`src/rtl/bp_sacc_io_initiator.sv`:
```
// Host-side initiator for the streaming-accelerator I/O path: turns one client register
// read/write into one uncached BedRock mem command and waits for its matching response.
package bp_sacc_io_pkg;
  typedef enum {e_bp_default_cfg} bp_params_e;

  localparam int paddr_width_p  = 40;
  localparam int lce_id_width_p = 8;
  localparam int did_width_p    = 3;
  localparam int lce_assoc_p    = 8;

  typedef enum logic [3:0] {
    e_bedrock_mem_rd    = 4'd0,
    e_bedrock_mem_wr    = 4'd1,
    e_bedrock_mem_uc_rd = 4'd2,
    e_bedrock_mem_uc_wr = 4'd3,
    e_bedrock_mem_pre   = 4'd4,
    e_bedrock_mem_amo   = 4'd5
  } bp_bedrock_mem_type_e;

  typedef enum logic [2:0] {
    e_bedrock_msg_size_1  = 3'd0,
    e_bedrock_msg_size_2  = 3'd1,
    e_bedrock_msg_size_4  = 3'd2,
    e_bedrock_msg_size_8  = 3'd3,
    e_bedrock_msg_size_16 = 3'd4,
    e_bedrock_msg_size_32 = 3'd5,
    e_bedrock_msg_size_64 = 3'd6
  } bp_bedrock_msg_size_e;

  typedef struct packed {
    logic                             speculative;
    logic                             uncached;
    logic                             prefetch;
    logic [2:0]                       state;
    logic [$clog2(lce_assoc_p)-1:0]   way_id;
    logic [did_width_p-1:0]           did;
    logic [lce_id_width_p-1:0]        lce_id;
  } bp_bedrock_mem_payload_s;

  typedef struct packed {
    bp_bedrock_mem_payload_s          payload;
    bp_bedrock_msg_size_e             size;
    logic [paddr_width_p-1:0]         addr;
    logic [3:0]                       subop;
    bp_bedrock_mem_type_e             msg_type;
  } bp_bedrock_mem_header_s;
endpackage

module bp_sacc_io_initiator
  import bp_sacc_io_pkg::*;
#(
  parameter bp_params_e bp_params_p  = e_bp_default_cfg,
  parameter int         data_width_p = 64,
  parameter int         timeout_p    = 1024,
  localparam int        hdr_w        = $bits(bp_bedrock_mem_header_s)
) (
  input  logic                      clk_i,
  input  logic                      reset_n_i,
  input  logic [lce_id_width_p-1:0] lce_id_i,

  input  logic                      req_v_i,
  output logic                      req_ready_and_o,
  input  logic                      req_we_i,
  input  logic [paddr_width_p-1:0]  req_addr_i,
  input  logic [data_width_p-1:0]   req_data_i,

  output logic                      resp_v_o,
  input  logic                      resp_yumi_i,
  output logic [data_width_p-1:0]   resp_data_o,
  output logic                      resp_err_o,

  output logic [hdr_w-1:0]          io_cmd_header_o,
  output logic [data_width_p-1:0]   io_cmd_data_o,
  output logic                      io_cmd_v_o,
  input  logic                      io_cmd_ready_and_i,

  input  logic [hdr_w-1:0]          io_resp_header_i,
  input  logic [data_width_p-1:0]   io_resp_data_i,
  input  logic                      io_resp_v_i,
  output logic                      io_resp_yumi_o,

  output logic [7:0]                stray_count_o
);

  localparam int  cnt_w      = ($clog2(timeout_p) > 0) ? $clog2(timeout_p) : 1;
  localparam bit  unused_cfg = (bp_params_p == e_bp_default_cfg);

  typedef enum logic [1:0] {e_idle, e_send, e_wait, e_done} state_e;

  state_e                    state_q, state_d;
  logic [cnt_w-1:0]          cnt_q, cnt_d;
  logic                      we_q, we_d;
  bp_bedrock_mem_header_s    hdr_q, hdr_d, hdr_new;
  logic [data_width_p-1:0]   cmd_data_q, cmd_data_d;
  logic [data_width_p-1:0]   resp_data_q, resp_data_d;
  logic                      resp_err_q, resp_err_d;
  logic [7:0]                stray_q, stray_d;

  bp_bedrock_mem_header_s    resp_hdr;
  logic                      resp_match;
  logic                      unused_resp_bits;

  assign resp_hdr         = io_resp_header_i;
  assign resp_match       = (resp_hdr.msg_type == hdr_q.msg_type) && (resp_hdr.addr == hdr_q.addr);
  assign unused_resp_bits = ^{resp_hdr.payload, resp_hdr.size, resp_hdr.subop};

  always_ff @(posedge clk_i or negedge reset_n_i) begin
    if (!reset_n_i) begin
      state_q     <= e_idle;
      cnt_q       <= '0;
      we_q        <= 1'b0;
      hdr_q       <= '0;
      cmd_data_q  <= '0;
      resp_data_q <= '0;
      resp_err_q  <= 1'b0;
      stray_q     <= '0;
    end else begin
      state_q     <= state_d;
      cnt_q       <= cnt_d;
      we_q        <= we_d;
      hdr_q       <= hdr_d;
      cmd_data_q  <= cmd_data_d;
      resp_data_q <= resp_data_d;
      resp_err_q  <= resp_err_d;
      stray_q     <= stray_d;
    end
  end

  always_comb begin
    state_d        = state_q;
    cnt_d          = cnt_q;
    we_d           = we_q;
    hdr_d          = hdr_q;
    cmd_data_d     = cmd_data_q;
    resp_data_d    = resp_data_q;
    resp_err_d     = resp_err_q;
    stray_d        = stray_q;
    io_resp_yumi_o = 1'b0;

    hdr_new                = '0;
    hdr_new.msg_type       = req_we_i ? e_bedrock_mem_uc_wr : e_bedrock_mem_uc_rd;
    hdr_new.addr           = req_addr_i;
    hdr_new.size           = e_bedrock_msg_size_8;
    hdr_new.payload.lce_id = lce_id_i;

    // Anything arriving before the command is on the wire cannot be ours
    if ((state_q == e_idle) || (state_q == e_send)) begin
      io_resp_yumi_o = io_resp_v_i;
      if (io_resp_v_i && (stray_q != 8'hFF))
        stray_d = stray_q + 8'd1;
    end

    case (state_q)
      e_idle: begin
        if (req_v_i) begin
          we_d       = req_we_i;
          hdr_d      = hdr_new;
          cmd_data_d = req_we_i ? req_data_i : '0;
          if (req_addr_i[2:0] != 3'b000) begin
            state_d     = e_done;
            resp_err_d  = 1'b1;
            resp_data_d = '0;
          end else begin
            state_d = e_send;
          end
        end
      end
      e_send: begin
        if (io_cmd_ready_and_i) begin
          state_d = e_wait;
          cnt_d   = '0;
        end
      end
      e_wait: begin
        cnt_d = cnt_q + 1'b1;
        if (io_resp_v_i) begin
          io_resp_yumi_o = 1'b1;
          state_d        = e_done;
          if (!resp_match) begin
            resp_err_d  = 1'b1;
            resp_data_d = '0;
          end else begin
            resp_err_d  = 1'b0;
            resp_data_d = we_q ? '0 : io_resp_data_i;
          end
        end else if (cnt_q == cnt_w'(timeout_p - 1)) begin
          state_d     = e_done;
          resp_err_d  = 1'b1;
          resp_data_d = '0;
        end
      end
      e_done: begin
        if (resp_yumi_i)
          state_d = e_idle;
      end
      default: state_d = e_idle;
    endcase
  end

  assign req_ready_and_o = (state_q == e_idle);
  assign io_cmd_v_o      = (state_q == e_send);
  assign resp_v_o        = (state_q == e_done);
  assign io_cmd_header_o = hdr_q;
  assign io_cmd_data_o   = cmd_data_q;
  assign resp_data_o     = resp_data_q;
  assign resp_err_o      = resp_err_q;
  assign stray_count_o   = stray_q;

endmodule

```
`config.mk`:
```
export PLATFORM = sky130hd
export DESIGN_NAME = bp_sacc_io_initiator
export DESIGN_NICKNAME = d
export VERILOG_FILES = /design/src/rtl/bp_sacc_io_initiator.sv
export SDC_FILE = /design/constraint.sdc
export NUM_CORES = 1
export LEC_CHECK = 0
export BUFFER_PORTS_ARGS = -buffer_cell sky130_fd_sc_hd__buf_2
export CAP_MARGIN = 0
export CELL_PAD_IN_SITES_DETAIL_PLACEMENT = 1
export CELL_PAD_IN_SITES_GLOBAL_PLACEMENT = 1
export CORE_AREA = 2 2 183 185
export DETAILED_ROUTE_END_ITERATION = 10
export DIE_AREA = 0 0 185 187
export GPL_TIMING_DRIVEN = 0
export HOLD_SLACK_MARGIN = 0.03
export PLACE_DENSITY = 0.65
export SKIP_CTS_REPAIR_TIMING = 1
export SLEW_MARGIN = 20
export SYNTH_ARGS = -nofsm -noshare
export SYNTH_HDL_FRONTEND = slang
export SYNTH_SLANG_ARGS = --single-unit
```
`constraint.sdc`:
```
create_clock -name clk_i -period 2.8 [get_ports clk_i]
set_input_delay 0.7 -clock clk_i [delete_from_list [all_inputs] [get_ports clk_i]]
set_output_delay 0.7 -clock clk_i [all_outputs]
set_load 0.1 [all_outputs]
```
; After elaboration in Yosys (flattened, before gate mapping)
; Cells that the tools add are included.
[op_classes]
add_sub_neg = 2
eq_ne = 12
n_mux = 27
reduce_logical = 12
[op_table]
columns = operator, n
row1 = 64-bit two-way mux, 7
row2 = 64-bit case mux with 2 select lines, 1
row3 = 40-bit == test, 1
row4 = 10-bit case mux with 2 select lines, 1
row5 = 2-bit two-way mux, 6
row6 = "10-bit by 1-bit adder with 10-bit output, second input constant", 1
row7 = "10-bit == test, second input constant", 1
row8 = 10-bit two-way mux, 1
row9 = 1-bit two-way mux, 9
row10 = "8-bit by 1-bit adder with 8-bit output, second input constant", 1
row11 = "8-bit != test, second input constant", 1
row12 = 2-bit case mux with 4 select lines, 1
row13 = 4-bit AND reduction, 2
row14 = "2-bit by 1-bit != test with 1-bit output, second input constant", 3
row15 = 2-bit AND reduction, 3
row16 = "2-bit == test, second input constant", 2
row17 = 4-bit == test, 1
row18 = 2-bit nonzero test, 2
row19 = "3-bit != test, second input constant", 1
row20 = 3-bit nonzero test, 1
row21 = "2-bit by 1-bit == test with 1-bit output, second input constant", 1
row22 = 1-bit logical AND, 2
row23 = 2-bit logical NOT, 1
row24 = "2-bit != test, second input constant", 1
row25 = 2 further kinds, 2
[word_totals]
register_bits = 203
in_bits = 254
out_inout_bits = 212
elab_cells = 64

; Depth between registers and ports, before layout
; Gate-level depths: netlist (run 1).
[depth]
depth_word = 5
mapped_depth = 9
mapped_depth_nobuf = 7

; Least setup slack after synthesis (run 1)
; No wires, ideal clock.
[synth_path]
path_kind = register to output
from = register state_q[0]
to = output io_resp_yumi_o
arrival_time_ns = 2.267
required_time_ns = 2.100
path_slack_ns = -0.167
path_stages_with_launch = 4
path_buffers = 0
path_cell_list = dfrtp_1 -> inv_1 -> ha_1 -> o31a_1
[synth_between]
elab_chain_cells = 5
word_cells_on_any_way = 7
cone_classes = eq/ne (2) / mux (3) / reduce/logical (2)
[synth_rtl]
columns = item, line_no
row1 = start: declaration, 90  ; state_e state_q, state_d;
row2 = start signal: assignment, 109  ; state_q <= e_idle;
row3 = start signal: assignment, 118  ; state_q <= state_d;
row4 = 2-bit logical NOT (*), --
row5 = named net req_ready_and_o, 62  ; output logic req_ready_and_o,
row6 = 1-bit logical OR (*), 147  ; if ((state_q == e_idle) || (state_q == e_send)) begin
row7 = 1-bit two-way mux (*), 147
row8 = 1-bit two-way mux, 176  ; if (io_resp_v_i) begin
row9 = 1-bit two-way mux (*), 153  ; case (state_q)
row10 = end: declaration, 80  ; output logic io_resp_yumi_o,
; The timed path passes the listed nets; every way through them passes the cells marked *.

; Worst setup path after layout (run 1)
[layout_path]
from = register state_q[0]
to = output io_resp_yumi_o
[layout_between]
elab_chain_cells = 5
word_cells_on_any_way = 7
cone_classes = eq/ne (2) / mux (3) / reduce/logical (2)
[layout_rtl]
columns = item, line_no
row1 = 2-bit by 1-bit == test with 1-bit output / 2-bit logical NOT (equally long branches), 147
row2 = 1-bit logical OR, 147
row3 = 1-bit two-way mux, 147
row4 = 1-bit two-way mux, 176
row5 = 1-bit two-way mux (*), 153
; Every way passes the cells marked *; elsewhere a longest branch is shown, timed or not.

==> results of run 1 <==
[metal layers]
layer / global-route usage, % / part of all wire (%) / vias to the layer above
met5: 0 / 0.079 / -
met4: 5.68 / 1.7 / 4
met3: 7.36 / 9.4 / 36
met2: 35.2 / 50 / 307
met1: 21.4 / 39 / 3913
li1: - / - / 3760
[synthesized netlist by cell type (all sizes together), types with 2 or more instances]
library cell and number:
nor4 3, nand4 15, o21ai 69, mux2 52
xor2 8, buf 34, a21o 6, and3 4
xnor2 41, nor2b 2, clkbuf 44, dfrtp 199
inv 68, mux2i 3, nand3 7, ha 6
o31ai 6, nor2 6, o41ai 64, nand2 205
nand2b 3
[final timing paths]
kind                                       end                 from  slack, ns
hold reg to reg                resp_data_o[57]      resp_data_o[57]       0.47
hold / removal                 resp_data_o[37]            reset_n_i       0.09
max in group asynchronous  io_cmd_header_o[46]            reset_n_i       1.97
setup / recovery                io_resp_yumi_o           state_q[0]       0.13
setup reg to reg               resp_data_o[14]  io_cmd_header_o[36]       0.24
min in group clk_i             resp_data_o[57]      resp_data_o[57]       0.47
[metrics by stage]
step	TNS, ns	worst slack (ns)	hold WS, ns	instances
after floorplan	0	0.124	0.404	874
after CTS	-32.65	-0.421	0.0601	1773
after global placement	-591.85	-2.67	0.451	1740
after global routing	0	0.0176	0.0682	1773
after detailed placement	-55.62	-0.766	0.465	1742
final	0	0.128	0.0870	1774
[worst reg2reg max path, delay by kind of cell (launching register included)]
kind            cells  cell delay (ns)
compound gates      1             0.30
buf+inv             2             0.51
xor+xnor            1             0.26
simple gates        3             0.92
flops               1             0.46
[power breakdown]
group | switching, uW | internal [uW] | total [uW]
Clock | 1150 | 1320 | 2460
Sequential | 682 | 3730 | 4410
Combinational | 8920 | 1860 | 10800
Total | 10800 | 6900 | 17700
[flip-flops by register name (all words and copies together), names as in the netlist]
| register | count |
|---|---|
| resp_err_o | 1 |
| cnt_q | 10 |
| resp_data_o | 64 |
| state_q | 2 |
| io_cmd_header_o | 50 |
| io_cmd_data_o | 64 |
| stray_count_o | 8 |
[cell families (layout without fill, tap and decap cells)]
family                   after synthesis  in the layout
AO/OA/AOI/OAI                        151            151
other                                  1             21
XOR/XNOR                              49             49
AND/OR/NAND/NOR                      249            249
buffers and inverters                146            596
adder cells (fa/ha/maj)                6              6
multiplexers                          55             55
flip-flops                           199            199
[area by class of cell]
| cell class | instances | area share, % |
|---|---|---|
| tap | 448 | 4.45 |
| antenna | 2 | 0.0397 |
| clock inverter | 11 | 0.973 |
| timing repair buffer | 420 | 17.1 |
| multi-input combinational | 529 | 29.0 |
| sequential | 199 | 39.5 |
| clock buffer | 20 | 3.47 |
| inverter | 68 | 2.03 |
| buffer | 77 | 3.44 |
==> summary.md, run 1 <==
| Metric | Value |
|---|---|
| WP depth | 5 |
| Mean post-synth cell area | 10.8 um2 |
| Post-Synth Adder-Cell Area | 0.816% |
| DR vias/cell | 4.52 |
| Commonest non-fill, non-tap cells in the layout | buf_2, nand2_1, dfrtp_1 |
| Syn Inst Count | 856 |
| Register area | 4980 um2 |
| Worst vdd ir | 0.997 mV |
| MaxCap Viol Count | 0 |
| Fill count | 3,942 |
| Final Cycle Share | 95.4% |
| Synth Area in Simple Gates | 11.2% |
| Worst Setup End Kind | primary output |
| Power density cells | 1400 nW/um2 |
| Multiplexer share of the synthesized area | 6.69% |
| Clock Latency Late Sink | 0.45 ns |
| Post-route ant nets | 0 |
| Initial antenna violation count | 5 |
| Most common cell after layout, fill and taps aside | buf_2 |
| Initial DRC count | 220 |
| Leading area contributor after synthesis | dfrtp_1 |
| DRC viols | 0 |
| Crit path max-delay family | buffers and inverters |
| Vias | 8,020 |
| Gpl congestion | 0.791 |
| Post-synth EDFFs | 0 |
| Remaining Overflow, GRT | 0 |
| Crit-path cells | inv_1 -> ha_2 -> clkbuf_2 -> o31a_2 -> buf_4 |
| Ys async rst share | 100% |
| Compound-Gate Fraction of Synth Area | 15.2% |
| Clock Path Buffers | 2 |
| Routed len/inst | 19.1 um |
| Initial Util | 28.0% |
| Worst path buffer plus inverter count | 3 |
| Crit path DAT | 1.97 ns |
| Die height | 187 um |
| Reg clk slew, reported paths | 0.07 ns |
| Crit Path Category | reg2out |
| Area after DPL | 12,000 um2 |
| Hold crit path type | in2async |
| Total CTS buffers | 17 |
| Rel. slew slack | 40.6% |
| Pleak | 0.00673 uW |
| Critical-path maximum fanout | 10 |
| Design area | 12,600 um2 |
| CP Launch Type | register |
| Gr usage total | 19.6% |
| Fin nets | 1,572 |
| Clock tree sinks | 199 |
| Hpwl dp | 27,000 um |
| H-tree Lvls | 4 |
| CTS tree | built |
| Final wirelength | 34,000 um |
| First-pass GRT wire length | 51,100 um |
| Worst path max stage delay | 0.38 ns |
| Max-slew violation count | 0 |
| DRT Pass-1 Iters | 4 |
| Share of cells above drive strength 1 | 44.9% |
| Distinct cells, synth | 37 |
| Largest net degree at the start of global routing | 91 |
| Worst-margin pin slew | 0.890 ns |
| R2R cell count | 7 |
| Top cell type's share of synthesized area | 54.1% |
| Mapped cell area | 9200 um2 |
| Yosys warns | 0 |
| Outcome | completed |
| Core area | 32,900 um2 |
| Total power | 17,700 uW |
| Slowest cell on the critical path | dfrtp_1 |
| RSZ-0062 raised after global routing | no |
| Final Hold Violating Endpoints | 0 |
| Root Buffer | clkbuf_16 |
| Die ar. | 34,600 um2 |
| # rows | 67 |
| Multi-input gate area | 3650 um2 |
| Setup violators final | 0 |
| Post-layout util | 38.3% |
| Fmax | 374 MHz |
| Die W | 185 um |
| CP Data Required Time | 2.10 ns |
| Seq/Total Area, Yosys | 54.1% |
| Post-synthesis sequential element count | 199 |
| PortBufs | 418 |
| Main combinational cell family by area after synthesis | compound AO/OA/AOI/OAI gates |
| Post-Synth XOR/XNOR Area | 4.66% |
| Area contributors post-synth | dfrtp_1, nand2_1, o41ai_2, mux2_2, xnor2_1 |
| IO Count | 466 |
| Minimum clock period | 2.67 ns |
| Fin Clk Skew | 0.0108 ns |
| Number of global-route vias before repair | 8,630 |
| Ys flop type | dfrtp_1 |
| Area Overhead vs Synth | 36.9% |
(Power assumes the default switching activity.)
==> run 2: changes to the inputs <==
- CAP_MARGIN: 0 -> not set
- CORE_AREA: 2 2 183 185 -> 2 2 181 183
- CTS_BUF_LIST: not set -> sky130_fd_sc_hd__clkbuf_4
- DIE_AREA: 0 0 185 187 -> 0 0 183 185
- PLACE_DENSITY: 0.65 -> 0.67
==> run 2 against run 1 <==
Clock power down 37%; total power down 4.4%; largest power group unchanged; highest routed layer is now met4; final area shrank 1.8%; largest cell class unchanged.
==> summary.md, run 2 (synthesis gave the netlist of run 1 again) <==
| Metric | Value |
|---|---|
| CP Launch Type | register |
| Total CTS buffers | 17 (unchanged) |
| Hold Path Depth | 2 |
| Design area | 12,400 um2 (-1.8%) |
| Crit path DAT | 3.24 ns (+1.27 ns) |
| R2r setup slk | 0.09 ns (-0.15 ns) |
| Fin Clk Skew | 0.0392 ns (+0.0284 ns) |
| Initial DRC count | 278 (+26%) |
| Fin Setup TNS | 0 ns (unchanged) |
| Clock tree sinks | 199 (unchanged) |
| Most common cell after layout, fill and taps aside | buf_2 |
| Hold crit path type | in2reg |
| Die ar. | 33,900 um2 (-2.1%) |
| Post-route ant nets | 0 (unchanged) |
| Core area | 32,000 um2 (-2.5%) |
| Worst Hold Path EP | io_cmd_header_o[43] |
| Critical-path maximum fanout | 10 (unchanged) |
| Reg power frac | 26.0% (+1.0 points) |
| H-tree Lvls | 4 (unchanged) |
| Setup violators final | 0 (unchanged) |
| Hpwl dp | 26,900 um (-0.33%) |
| Number of global-route vias before repair | 8,471 (-1.8%) |
| # rows | 66 (-1.5%) |
| Area after DPL | 11,900 um2 (-0.42%) |
| Power density cells | 1360 nW/um2 (-2.7%) |
| Fmax | 369 MHz (-1.5%) |
| Die W | 183 um (-1.1%) |
| Remaining Overflow, GRT | 0 (unchanged) |
| Pleak | 0.00664 uW (-1.3%) |
| Commonest non-fill, non-tap cells in the layout | buf_2, nand2_1, dfrtp_1 |
| MaxCap Viol Count | 0 (unchanged) |
| FF-to-FF End | resp_data_o[16] |
| Gpl congestion | 0.791 (about the same) |
| Final Hold Violating Endpoints | 0 (unchanged) |
| DRT Pass-1 Iters | 4 (unchanged) |
| Worst Setup End Kind | register |
| P_sw | 10,800 uW (+0.49%) |
| Root Buffer | clkbuf_4 |
| Share of cells above drive strength 1 | 45.7% (+0.81 points) |
| Combinational cell fraction of total power | 64.9% (+3.8 points) |
| Worst vdd ir | 1.02 mV (+1.8%) |
| Outcome | completed |
| Routed len/inst | 19.5 um (+1.7%) |
| Vias | 8,088 (+0.85%) |
| Largest net degree at the start of global routing | 87 (-4.4%) |
| WHS | 0.251 ns (+0.163 ns) |
| Worst-margin pin slew | 0.802 ns (-0.0886 ns) |
| Die height | 185 um (-1.1%) |
| Internal Power | 6070 uW (-12%) |
| Rel. slew slack | 46.5% (+5.9 points) |
| Final Cycle Share | 96.9% (+1.5 points) |
| Worst setup path startpoint | state_q[0] |
| First-pass GRT wire length | 50,500 um (-1.2%) |
| DRC viols | 0 (unchanged) |
| Fin nets | 1,576 (+0.25%) |
| Clock Path Buffers | 2 (unchanged) |
| CTS tree | built |
| Worst r2r src | state_q[0] |
| Switch share | 64.0% (+3.1 points) |
| CP Data Required Time | 3.33 ns (+1.23 ns) |
| Gr usage total | 19.9% (+0.22 points) |
| Max-slew violation count | 0 (unchanged) |
| Area Overhead vs Synth | 34.5% |
| Hold path startpoint | req_addr_i[35] |
| R2R cell count | 9 (+2) |
| DR vias/cell | 4.65 (+2.8%) |
| IO Count | 466 (unchanged) |
| Clk network pwr share | 9.1% (-4.9 points) |
| PortBufs | 418 (unchanged) |
| Clock Latency Late Sink | 0.66 ns (+0.21 ns) |
| Initial antenna violation count | 5 (unchanged) |
| Crit Path Category | reg2reg |
| Minimum clock period | 2.71 ns (+0.0416 ns) |
| Final wirelength | 33,900 um (-0.16%) |
| Reg clk slew, reported paths | 0.21 ns (+0.14 ns) |
| Initial Util | 28.7% (+0.72 points) |
-- run 2: cell types whose count changed in the layout (fill, tap and decap cells not counted), sizes merged --
cell         previous run  this run
clkbuf                 59        57
buf                   458       460
inv                    72        77
dlygate4sd3             0         1
diode                   2         4
clkinv                  4         3
clkinvlp                1         3
bufinv                  2         0
-- run 2: how the worst max path moves through the flow --
stage / to / slack, ns
2_1_floorplan: io_resp_yumi_o / 0.12
3_3_place_gp: io_cmd_data_o[17] / -2.74
3_5_place_dp: resp_data_o[13] / -0.90
4_1_cts: resp_data_o[13] / -0.59
5_1_grt: resp_data_o[57] / -0.02
6_report: resp_data_o[16] / 0.09
-- run 2: cell type report --
type | count | area [um2]
Tap cell | 408 | 510
Buffer | 77 | 442
Multi-Input combinational cell | 529 | 3710
Antenna cell | 4 | 10.0
Clock buffer | 17 | 128
Inverter | 68 | 255
Clock inverter | 15 | 136
Sequential cell | 199 | 4980
Timing Repair Buffer | 424 | 2200
Fill cell | 3847 | 19700
-- run 2: power by group through the flow --
stage / sequential [uW] / combinational [uW] / clock [uW]
global route: 4520 / 11400 / 1710
detailed placement: 4440 / 10900 / 0
global placement: 4410 / 10800 / 0
floorplan: 10200 / 2760 / 0
finish: 4390 / 10900 / 1540
CTS: 4390 / 10900 / 1610
-- run 2: per-layer routing --
layer  vias to the layer above  GRT usage (%)  wire length (um)
li1                       3773              -                 -
met1                      3972           22.3             13600
met2                       312           36.2             17100
met3                        31           6.33              2620
met4                         0           5.38               582
met5                         -              0                 0
-- run 2: stage by stage --
step	util, %	worst slack, ns	cells	total power (uW)
6_report	38.6	0.0866	1741	16900
5_1_grt	38.6	-0.0233	1739	17700
4_1_cts	38.1	-0.588	1734	16900
3_5_place_dp	37.3	-0.903	1702	15300
3_3_place_gp	37.1	-2.74	1700	15200
2_1_floorplan	-	0.124	874	13000
-- run 2: critical path: stages, from the launching register on --
cell      delay (ns)
dfrtp_1         0.43
inv_2           0.11
ha_4            0.17
buf_4           0.11
nand4_1         0.21
nor4_4          0.46
nand4_1         0.25
clkbuf_2        0.28
buf_2           0.26
o41ai_1         0.31
==> run 3: changes to the inputs <==
- SETUP_SLACK_MARGIN: not set -> 0.15
==> run 3 against run 2 <==
Sequential cell count unchanged; die area unchanged; via count about the same; critical endpoint is now io_resp_yumi_o.
==> summary.md, run 3 (synthesis gave the netlist of run 1 again) <==
| Metric | Value |
|---|---|
| Hold crit path type | in2reg |
| DR vias/cell | 4.64 (about the same) |
| First-pass GRT wire length | 50,000 um (-0.93%) |
| Worst vdd ir | 1.02 mV (+0.80%) |
| Most common cell after layout, fill and taps aside | buf_2 |
| Clock Latency Late Sink | 0.64 ns (-0.02 ns) |
| Number of global-route vias before repair | 8,405 (-0.78%) |
| Initial Util | 28.7% (unchanged) |
| PortBufs | 418 (unchanged) |
| Fmax | 380 MHz (+3.1%) |
| Worst-margin pin slew | 0.748 ns (-0.0541 ns) |
| Share of cells above drive strength 1 | 46.1% (+0.42 points) |
| Gpl congestion | 0.791 (about the same) |
| WHS | 0.282 ns (+0.0313 ns) |
| Final wirelength | 33,800 um (-0.34%) |
| Multi-input gate area | 3720 um2 (+0.13%) |
| Fill count | 3,781 (-1.7%) |
| RSZ-0062 raised after global routing | yes |
| Fin nets | 1,580 (+0.25%) |
| Crit path DAT | 1.93 ns (-1.31 ns) |
| Initial DRC count | 280 (+0.72%) |
| Die ar. | 33,900 um2 (unchanged) |
| Setup violators final | 0 (unchanged) |
| Clock tree sinks | 199 (unchanged) |
| Largest net degree at the start of global routing | 92 (+5.7%) |
| Post-layout util | 38.8% (+0.20 points) |
| Critical-path maximum fanout | 5 (-5) |
| Remaining Overflow, GRT | 0 (unchanged) |
| Power density cells | 1370 nW/um2 (+0.38%) |
| Gr usage total | 19.8% (-0.088 points) |
| Die height | 185 um (unchanged) |
| Die W | 183 um (unchanged) |
| CTS tree | built |
| DRC viols | 0 (unchanged) |
| Final worst slack | 0.167 ns (+0.0806 ns) |
| Max-slew violation count | 0 (unchanged) |
| MaxCap Viol Count | 0 (unchanged) |
| Crit Path Category | reg2out |
| Final Hold Violating Endpoints | 0 (unchanged) |
| Final Cycle Share | 94.0% (-2.9 points) |
| Hpwl dp | 26,900 um (about the same) |
| Register area | 4980 um2 (unchanged) |
| Worst Setup End Kind | primary output |
| IO Count | 466 (unchanged) |
| Clock Path Buffers | 2 (unchanged) |
| Rel. slew slack | 50.2% (+3.6 points) |
| Outcome | completed |
| Fin Clk Skew | 0.0288 ns (-0.0104 ns) |
| Worst slack, placed | -1.02 ns (-0.119 ns) |
| Vias | 8,096 (+0.099%) |
| Pleak | 0.00669 uW (+0.77%) |
| CP Launch Type | register |
| CP Data Required Time | 2.10 ns (-1.23 ns) |
| Core area | 32,000 um2 (unchanged) |
| Post-route ant nets | 0 (unchanged) |
| Commonest non-fill, non-tap cells in the layout | buf_2, nand2_1, dfrtp_1 |
| Initial antenna violation count | 3 (-2) |
| Routed len/inst | 19.4 um (-0.45%) |
| DRT Pass-1 Iters | 5 (+1) |
| Area Overhead vs Synth | 35.2% |
| H-tree Lvls | 4 (unchanged) |
| Reg clk slew, reported paths | 0.18 ns (-0.03 ns) |
| # rows | 66 (unchanged) |
| Root Buffer | clkbuf_4 |
| Total CTS buffers | 17 (unchanged) |
| Minimum clock period | 2.63 ns (-0.0806 ns) |
-- run 3: final cells by class --
type                       count  share of cell area, %
buffer                        78                   3.65
tap                          408                   4.10
inverter                      68                   2.05
clock inverter                14                   1.27
antenna                        3                 0.0603
sequential                   199                   40.0
clock buffer                  17                   1.03
timing repair buffer         427                   17.9
multi-input combinational    529                   29.9
-- run 3: worst paths after layout --
| kind | endpoint | slack, ns | startpoint | cells past startpoint |
|---|---|---|---|---|
| worst max-delay path | io_resp_yumi_o | 0.17 | state_q[1] | 4 |
| worst min-delay path | io_cmd_data_o[48] | 0.28 | req_data_i[48] | 3 |
| worst max register to register | resp_data_o[27] | 0.20 | state_q[0] | 9 |
| worst min register to register | io_cmd_data_o[3] | 0.49 | io_cmd_data_o[3] | 2 |
| max in group asynchronous | io_cmd_data_o[1] | 1.51 | reset_n_i | 3 |
| min in group asynchronous | cnt_q[0] | 0.50 | reset_n_i | 2 |
-- run 3: layer usage --
metal	track usage, %	vias to the layer above	share of wire [%]
met2	35.2	312	50
met1	22.3	3969	39
met4	5.92	0	1.8
li1	-	3778	-
met3	6.96	37	8.6
met5	0	-	0
-- run 3: per-stage QoR --
step           cells  power [uW]  area [um2]  setup TNS, ns
2_1_floorplan    874       13000        9280              0
3_3_place_gp    1700       15200       11900        -597.29
3_5_place_dp    1702       15300       11900         -69.62
4_1_cts         1733       17000       12200         -51.25
5_1_grt         1742       17800       12400              0
6_report        1743       17000       12400              0
-- run 3: power by group --
group          internal [uW]  switching (uW)  leakage (uW)  total [uW]
clock                    610            1050      0.000161        1660
combinational           2010            8940       0.00393       10900
sequential              3720             701       0.00259        4420
-- run 3: worst max-delay path: stages (launching register included) --
cell     delay (ns)
dfrtp_1        0.47
ha_4           0.19
buf_8          0.12
o31a_4         0.35
buf_12         0.16
